### src/rtl/aes128_iter_ctrl_if.sv
// Handshake bundle for aes128_iter_ctrl: plaintext/key input stream, ciphertext output stream, status.
// blk_cnt exists only when AES128_ITER_BLKCNT_EN is defined.
interface aes128_iter_ctrl_if #(
    parameter int unsigned CNT_W = 32
);
    logic         in_valid;
    logic         in_ready;
    logic [127:0] in_data;
    logic [127:0] in_key;
    logic         out_valid;
    logic         out_ready;
    logic [127:0] out_data;
    logic         busy;

`ifdef AES128_ITER_BLKCNT_EN
    logic [CNT_W-1:0] blk_cnt;

    modport master (
        output in_valid, in_data, in_key, out_ready,
        input  in_ready, out_valid, out_data, busy, blk_cnt
    );

    modport slave (
        input  in_valid, in_data, in_key, out_ready,
        output in_ready, out_valid, out_data, busy, blk_cnt
    );
`else
    // CNT_W only sizes blk_cnt; keep it referenced so both builds elaborate alike.
    if (CNT_W == 0) begin : g_cnt_w_unused
    end

    modport master (
        output in_valid, in_data, in_key, out_ready,
        input  in_ready, out_valid, out_data, busy
    );

    modport slave (
        input  in_valid, in_data, in_key, out_ready,
        output in_ready, out_valid, out_data, busy
    );
`endif
endinterface

### src/rtl/aes128_iter_ctrl.sv
// aes128_iter_ctrl: iterative AES-128 encryptor, one round per clock with on-the-fly key expansion.
// Optional completed-block counter enabled by defining AES128_ITER_BLKCNT_EN.
module aes128_iter_ctrl #(
    parameter int unsigned CNT_W = 32
) (
    input  logic              clk,
    input  logic              rst,
    aes128_iter_ctrl_if.slave io_aes
);
    localparam int unsigned BYTE_W   = 8;
    localparam int unsigned NBYTES   = 16;
    localparam logic [3:0]  LAST_RND = 4'd10;

    typedef enum logic [1:0] {
        S_IDLE = 2'd0,
        S_RUN  = 2'd1,
        S_DONE = 2'd2
    } state_t;

    // Byte 0 of the block sits at the highest packed index.
    typedef logic [NBYTES-1:0][BYTE_W-1:0] blk_t;

    function automatic logic [7:0] xtime(input logic [7:0] a);
        return {a[6:0], 1'b0} ^ (a[7] ? 8'h1b : 8'h00);
    endfunction

    function automatic logic [7:0] gmul(input logic [7:0] a, input logic [7:0] b);
        logic [7:0] p;
        logic [7:0] x;
        p = 8'h00;
        x = a;
        for (int i = 0; i < 8; i++) begin
            if (b[3'(i)]) p = p ^ x;
            x = xtime(x);
        end
        return p;
    endfunction

    // S-box as GF(2^8) inverse (a^254) followed by the affine map.
    function automatic logic [7:0] sbox(input logic [7:0] a);
        logic [7:0] sq;
        logic [7:0] inv;
        sq  = gmul(a, a);
        inv = sq;
        for (int i = 2; i < 8; i++) begin
            sq  = gmul(sq, sq);
            inv = gmul(inv, sq);
        end
        return inv ^ {inv[6:0], inv[7]} ^ {inv[5:0], inv[7:6]} ^
               {inv[4:0], inv[7:5]} ^ {inv[3:0], inv[7:4]} ^ 8'h63;
    endfunction

    function automatic blk_t sub_shift(input blk_t s);
        blk_t o;
        for (int c = 0; c < 4; c++) begin
            for (int r = 0; r < 4; r++) begin
                o[4'(15 - (4 * c + r))] = sbox(s[4'(15 - (4 * ((c + r) % 4) + r))]);
            end
        end
        return o;
    endfunction

    function automatic blk_t mix_cols(input blk_t s);
        blk_t       o;
        logic [7:0] a0;
        logic [7:0] a1;
        logic [7:0] a2;
        logic [7:0] a3;
        for (int c = 0; c < 4; c++) begin
            a0 = s[4'(15 - 4 * c)];
            a1 = s[4'(14 - 4 * c)];
            a2 = s[4'(13 - 4 * c)];
            a3 = s[4'(12 - 4 * c)];
            o[4'(15 - 4 * c)] = xtime(a0) ^ xtime(a1) ^ a1 ^ a2 ^ a3;
            o[4'(14 - 4 * c)] = a0 ^ xtime(a1) ^ xtime(a2) ^ a2 ^ a3;
            o[4'(13 - 4 * c)] = a0 ^ a1 ^ xtime(a2) ^ xtime(a3) ^ a3;
            o[4'(12 - 4 * c)] = xtime(a0) ^ a0 ^ a1 ^ a2 ^ xtime(a3);
        end
        return o;
    endfunction

    function automatic logic [7:0] rcon(input logic [3:0] rnd);
        logic [7:0] rc;
        case (rnd)
            4'd1:    rc = 8'h01;
            4'd2:    rc = 8'h02;
            4'd3:    rc = 8'h04;
            4'd4:    rc = 8'h08;
            4'd5:    rc = 8'h10;
            4'd6:    rc = 8'h20;
            4'd7:    rc = 8'h40;
            4'd8:    rc = 8'h80;
            4'd9:    rc = 8'h1b;
            4'd10:   rc = 8'h36;
            default: rc = 8'h00;
        endcase
        return rc;
    endfunction

    // One AES-128 key-schedule step: four new words from the previous round key.
    function automatic logic [127:0] key_step(input logic [127:0] k, input logic [7:0] rc);
        logic [31:0] t;
        logic [31:0] n0;
        logic [31:0] n1;
        logic [31:0] n2;
        logic [31:0] n3;
        t  = {sbox(k[23:16]) ^ rc, sbox(k[15:8]), sbox(k[7:0]), sbox(k[31:24])};
        n0 = k[127:96] ^ t;
        n1 = k[95:64]  ^ n0;
        n2 = k[63:32]  ^ n1;
        n3 = k[31:0]   ^ n2;
        return {n0, n1, n2, n3};
    endfunction

    state_t         r_state;
    state_t         w_state_nxt;
    blk_t           r_st;
    logic [127:0]   r_key;
    logic [3:0]     r_rnd;
    logic           r_in_ready;
    logic           r_out_valid;
    logic           r_busy;
    logic           w_in_ready_nxt;
    logic           w_out_valid_nxt;
    logic           w_busy_nxt;
    logic           w_accept;
    logic [127:0]   w_key_nxt;
    blk_t           w_sub_shift;
    blk_t           w_mix;
    blk_t           w_round;

    assign w_accept    = (r_state == S_IDLE) & io_aes.in_valid;
    assign w_key_nxt   = key_step(r_key, rcon(r_rnd));
    assign w_sub_shift = sub_shift(r_st);
    assign w_mix       = mix_cols(w_sub_shift);
    assign w_round     = ((r_rnd == LAST_RND) ? w_sub_shift : w_mix) ^ blk_t'(w_key_nxt);

    // State register plus the status flags derived from the next state.
    always_ff @(posedge clk) begin
        if (rst) begin
            r_state     <= S_IDLE;
            r_in_ready  <= 1'b1;
            r_out_valid <= 1'b0;
            r_busy      <= 1'b0;
        end else begin
            r_state     <= w_state_nxt;
            r_in_ready  <= w_in_ready_nxt;
            r_out_valid <= w_out_valid_nxt;
            r_busy      <= w_busy_nxt;
        end
    end

    always_comb begin
        w_state_nxt = r_state;
        case (r_state)
            S_IDLE:  if (io_aes.in_valid) w_state_nxt = S_RUN;
            S_RUN:   if (r_rnd == LAST_RND) w_state_nxt = S_DONE;
            S_DONE:  if (io_aes.out_ready) w_state_nxt = S_IDLE;
            default: w_state_nxt = S_IDLE;
        endcase
    end

    always_comb begin
        w_in_ready_nxt  = 1'b0;
        w_out_valid_nxt = 1'b0;
        w_busy_nxt      = 1'b1;
        case (w_state_nxt)
            S_IDLE: begin
                w_in_ready_nxt = 1'b1;
                w_busy_nxt     = 1'b0;
            end
            S_DONE:  w_out_valid_nxt = 1'b1;
            default: ;
        endcase
    end

    // Round datapath: pre-whitening on accept, then one round per RUN cycle.
    always_ff @(posedge clk) begin
        if (rst) begin
            r_st  <= '0;
            r_key <= '0;
            r_rnd <= 4'd0;
        end else if (w_accept) begin
            r_st  <= blk_t'(io_aes.in_data ^ io_aes.in_key);
            r_key <= io_aes.in_key;
            r_rnd <= 4'd1;
        end else if (r_state == S_RUN) begin
            r_st  <= w_round;
            r_key <= w_key_nxt;
            if (r_rnd != LAST_RND) r_rnd <= r_rnd + 4'd1;
        end
    end

    assign io_aes.in_ready  = r_in_ready;
    assign io_aes.out_valid = r_out_valid;
    assign io_aes.out_data  = 128'(r_st);
    assign io_aes.busy      = r_busy;

`ifdef AES128_ITER_BLKCNT_EN
    logic [CNT_W-1:0] r_blk_cnt;

    always_ff @(posedge clk) begin
        if (rst) begin
            r_blk_cnt <= '0;
        end else if (r_out_valid & io_aes.out_ready) begin
            r_blk_cnt <= r_blk_cnt + CNT_W'(1);
        end
    end

    assign io_aes.blk_cnt = r_blk_cnt;
`else
    // CNT_W only sizes blk_cnt; keep it referenced so both builds elaborate alike.
    if (CNT_W == 0) begin : g_cnt_w_unused
    end
`endif

endmodule

### src/flat_wrapper.sv
// flat-port wrapper written by rule: the top's interface ports become plain ports
module aes128_iter_ctrl_flat 
#(
    parameter int unsigned CNT_W = 32
)
  (clk, rst, io_aes_in_valid, io_aes_in_data, io_aes_in_key, io_aes_out_ready, io_aes_in_ready, io_aes_out_valid, io_aes_out_data, io_aes_busy);
  aes128_iter_ctrl_if #(.CNT_W(CNT_W)) io_aes_i ();
  input  logic clk;
  input  logic rst;
  input wire logic [$bits(io_aes_i.in_valid)-1:0] io_aes_in_valid;
  input wire logic [$bits(io_aes_i.in_data)-1:0] io_aes_in_data;
  input wire logic [$bits(io_aes_i.in_key)-1:0] io_aes_in_key;
  input wire logic [$bits(io_aes_i.out_ready)-1:0] io_aes_out_ready;
  output wire logic [$bits(io_aes_i.in_ready)-1:0] io_aes_in_ready;
  output wire logic [$bits(io_aes_i.out_valid)-1:0] io_aes_out_valid;
  output wire logic [$bits(io_aes_i.out_data)-1:0] io_aes_out_data;
  output wire logic [$bits(io_aes_i.busy)-1:0] io_aes_busy;
  assign io_aes_i.in_valid = io_aes_in_valid;
  assign io_aes_i.in_data = io_aes_in_data;
  assign io_aes_i.in_key = io_aes_in_key;
  assign io_aes_i.out_ready = io_aes_out_ready;
  assign io_aes_in_ready = io_aes_i.in_ready;
  assign io_aes_out_valid = io_aes_i.out_valid;
  assign io_aes_out_data = io_aes_i.out_data;
  assign io_aes_busy = io_aes_i.busy;
  aes128_iter_ctrl #(.CNT_W(CNT_W)) u_core (.clk(clk), .rst(rst), .io_aes(io_aes_i));
endmodule
### config.mk
export PLATFORM = sky130hd
export DESIGN_NAME = aes128_iter_ctrl_flat
export DESIGN_NICKNAME = d
export VERILOG_FILES = /design/src/rtl/aes128_iter_ctrl_if.sv /design/src/rtl/aes128_iter_ctrl.sv /design/src/flat_wrapper.sv
export SDC_FILE = /design/constraint.sdc
export NUM_CORES = 2
export LEC_CHECK = 0
export BUFFER_PORTS_ARGS = -buffer_cell sky130_fd_sc_hd__buf_2
export CAP_MARGIN = 20
export CORE_MARGIN = 1.5
export CORE_UTILIZATION = 61
export CTS_CLUSTER_DIAMETER = 200
export DETAILED_ROUTE_END_ITERATION = 10
export PLACE_DENSITY = 0.83
export SYNTH_ARGS = -nofsm -noshare
export SYNTH_HDL_FRONTEND = slang
export SYNTH_SLANG_ARGS = --single-unit
### constraint.sdc
create_clock -name clk -period 16.75 [get_ports clk]
set_input_delay 2.5125 -clock clk [delete_from_list [all_inputs] [get_ports clk]]
set_output_delay 2.5125 -clock clk [all_outputs]
set_load 0.01 [all_outputs]
==> results.txt <==
status - finished clean
critical path peak fanout - 19
number of buffers created by CTS - 37
die extent in y - 352.0 microns
Worst R2R Start - u_core.r_key[31]$_SDFFE_PP0P_
Yosys cell types - 127
Final period util - 94.28%
DIE AREA - 123900 sq um
Fmax - 63.32 MHz
CP endpoint - u_core.io_aes.out_data[5]$_SDFFE_PP0P_
leading area contributor after synthesis - xnor2_1
worst hold path type - flop to flop
Post-synth EDFFs - 0
total gr overflow - 0
yosys warns - 0
max cap viols - 0
Mapped Cells - 10250
crit-path max cell delay - 0.88 ns
flops & latches, synth - 265
Slew Viols, Final - 0
HPWL after detailed placement - 176800 microns
first-pass GRT wire length - 373800 microns
WS Path Type - flop to flop
Iter 0 DRT Violations - 8883
# setup viols final - 0
IO Count - 391
crit path from - u_core.r_key[31]$_SDFFE_PP0P_
Area Overhead vs Synth - 5.926%
CTS Sinks - 265
DRT antenna net count - 0
internal reg-to-reg setup slack - 0.96 ns
Die W - 352.0 microns
Clk Latency, worst-skew pair - 0.62 ns
Post-Route Utilization - 65.43%
vias post-DR - 76210
sequential area share after synthesis - 7.140%
Worst-path clk slew - 0.06 ns
top cell type's share of synthesized area - 21.54%
Hold Vio Cnt, Final - 0
Worst setup EP type - flop
Critical Path Start Type - flop
Top cell by count, worst path - xnor2_1
CTS root buf - clkbuf_16
Synth Net Count - 10570
synthesized area per cell - 7.246 sq um
Post-route DRC - 0
Avg WL per Cell - 19.55 microns
largest net degree at the start of global routing - 170
Post-Syn Area - 74300 sq um
worst flop-to-flop path endpoint - u_core.io_aes.out_data[5]$_SDFFE_PP0P_
Buf/Inv on CP - 4
Core Box Area - 120300 sq um
Post-synth ARST share - 0%
FF/Latch Area - 5306 sq um
Slew @ Worst Pin - 1.260 ns
critical path arrival - 16.31 ns
Multi-input gate area - 66220 sq um
DR vias/cell - 6.382
H-tree levels - 2
Fillers - 10390
Primary FF master, synth - dfxtp_1
Top Family by Delay on Critical Path - XOR/XNOR gates
first-pass iteration count of the detailed router - 9
initial core utilization - 61.77%
origin of the worst min-delay path - u_core.io_aes.out_data[104]$_SDFFE_PP0P_
Max-slew headroom - 15.38%
count of hold buffers inserted by post-cts repair - 0
Required @ worst endpoint - 17.26 ns
Clock Path Buffers - 3
routed wire length - 233500 microns
synth top area cells - xnor2_1 (22%), xor2_1 (9.0%), xnor3_1 (9.0%), nor2_1 (7.7%), dfxtp_1 (7.1%)
share of post-route cells with drive strength above 1 - 8.427%
Critical Path Stages - 49
RSZ-0062 raised after global routing - true
initial antenna violation count - 16
Fin Clk Skew - 0.05384 ns
CTS tree - built
worst-case reg-to-reg path depth - 49
Final #Nets - 10620
gr usage total - 35.65%
row count - 127
Crit-path slowest cell - xor2_2
number of global-route vias before repair - 71490
Placer Congestion - 1.011
number of port buffers - 390
total negative slack - 0 ns
Tmin final - 15.79 ns
## metal layers
metal  vias up  share of wire [%]  track usage (%)
met5         -              0.039                0
met4        14                3.5            12.26
met3       547                 11            7.145
met2      3858                 45            57.99
met1     36240                 40            46.79
li1      35550                  -                -
## worst min-delay path, stage by stage, from the launching register on
cell	delay, ns
dfxtp_1	0.30
nand3_1	0.06
a21oi_1	0.05
## registers in the layout (all words and copies together) (netlist names)
name / count
u_core.r_state: 2
u_core.io_aes.busy: 1
u_core.r_key: 128
u_core.r_rnd: 4
u_core.io_aes.out_data: 128
u_core.io_aes.out_valid: 1
u_core.io_aes.in_ready: 1
## layout make-up
type	count	area share [%]
Sequential cell	265	6.742
Tap cell	1612	2.563
Inverter	174	0.8298
Multi-Input combinational cell	9270	84.13
Clock inverter	22	0.3768
Antenna cell	6	0.01908
Clock buffer	44	1.275
Timing Repair Buffer	549	4.063
## through the flow
step | setup slack (ns) | area (sq um) | std cells | hold slack (ns)
2_1_floorplan | 3.503 | 74300 | 10250 | 0.4571
3_3_place_gp | 1.290 | 77300 | 11860 | 0.4466
3_5_place_dp | 0.7782 | 77300 | 11860 | 0.4538
4_1_cts | 0.6828 | 78600 | 11930 | 0.4598
5_1_grt | -0.02129 | 78700 | 11940 | 0.4749
6_report | 0.9575 | 78710 | 11940 | 0.4581
## how the worst min path moves through the flow
stage	to	slack, ns	cells past startpoint
finish	u_core.io_aes.out_data[104]$_SDFFE_PP0P_	0.46	2
global route	u_core.io_aes.out_data[118]$_SDFFE_PP0P_	0.47	2
CTS	u_core.io_aes.out_data[104]$_SDFFE_PP0P_	0.46	2
detailed placement	u_core.io_aes.out_data[104]$_SDFFE_PP0P_	0.45	2
global placement	u_core.io_aes.out_data[127]$_SDFFE_PP0P_	0.45	2
floorplan	u_core.r_key[51]$_SDFFE_PP0P_	0.46	2
## Yosys cell counts, types with 95 or more instances
master / n
nor2_1: 1521
o211ai_1: 117
nor3_1: 246
clkbuf_1: 409
dfxtp_1: 265
inv_1: 153
mux2i_1: 154
nand3_1: 356
a21oi_1: 558
o21ai_0: 331
xnor3_1: 297
xor2_1: 766
nand2_1: 1140
a211oi_1: 112
xnor2_1: 1827
nor2b_1: 95
and2_1: 116
nand2b_1: 96
## repair_timing
| item | CTS | global route |
|---|---|---|
| setup endpoints to repair | 0 | 45 |
| resized for setup | 0 | 5 |
| setup buffers | 0 | 0 |
## cell usage in the layout (no fill, tap or decap), types with 155 or more instances in the layout
| cell | count |
|---|---|
| xnor3_1 | 296 |
| buf_2 | 390 |
| xor2_1 | 766 |
| nand3_1 | 356 |
| a21oi_1 | 558 |
| nand2_1 | 1138 |
| buf_4 | 155 |
| dfxtp_1 | 264 |
| o21ai_0 | 331 |
| nor3_1 | 245 |
| nor2_1 | 1519 |
| xnor2_1 | 1823 |
## cell families after synthesis
logic type | count (synthesis) | synth area share (%)
AND/OR/NAND/NOR | 3955 | 23.65
buffers and inverters | 719 | 3.860
multiplexers | 202 | 2.972
AO/OA/AOI/OAI | 2063 | 18.88
XOR/XNOR | 2992 | 42.52
flip-flops | 265 | 7.140
adder cells (fa/ha/maj) | 58 | 0.9767
Power is left out: the tool's default activity adds up to more than one toggle a clock period on the data nets, which glitch-free logic cannot reach.
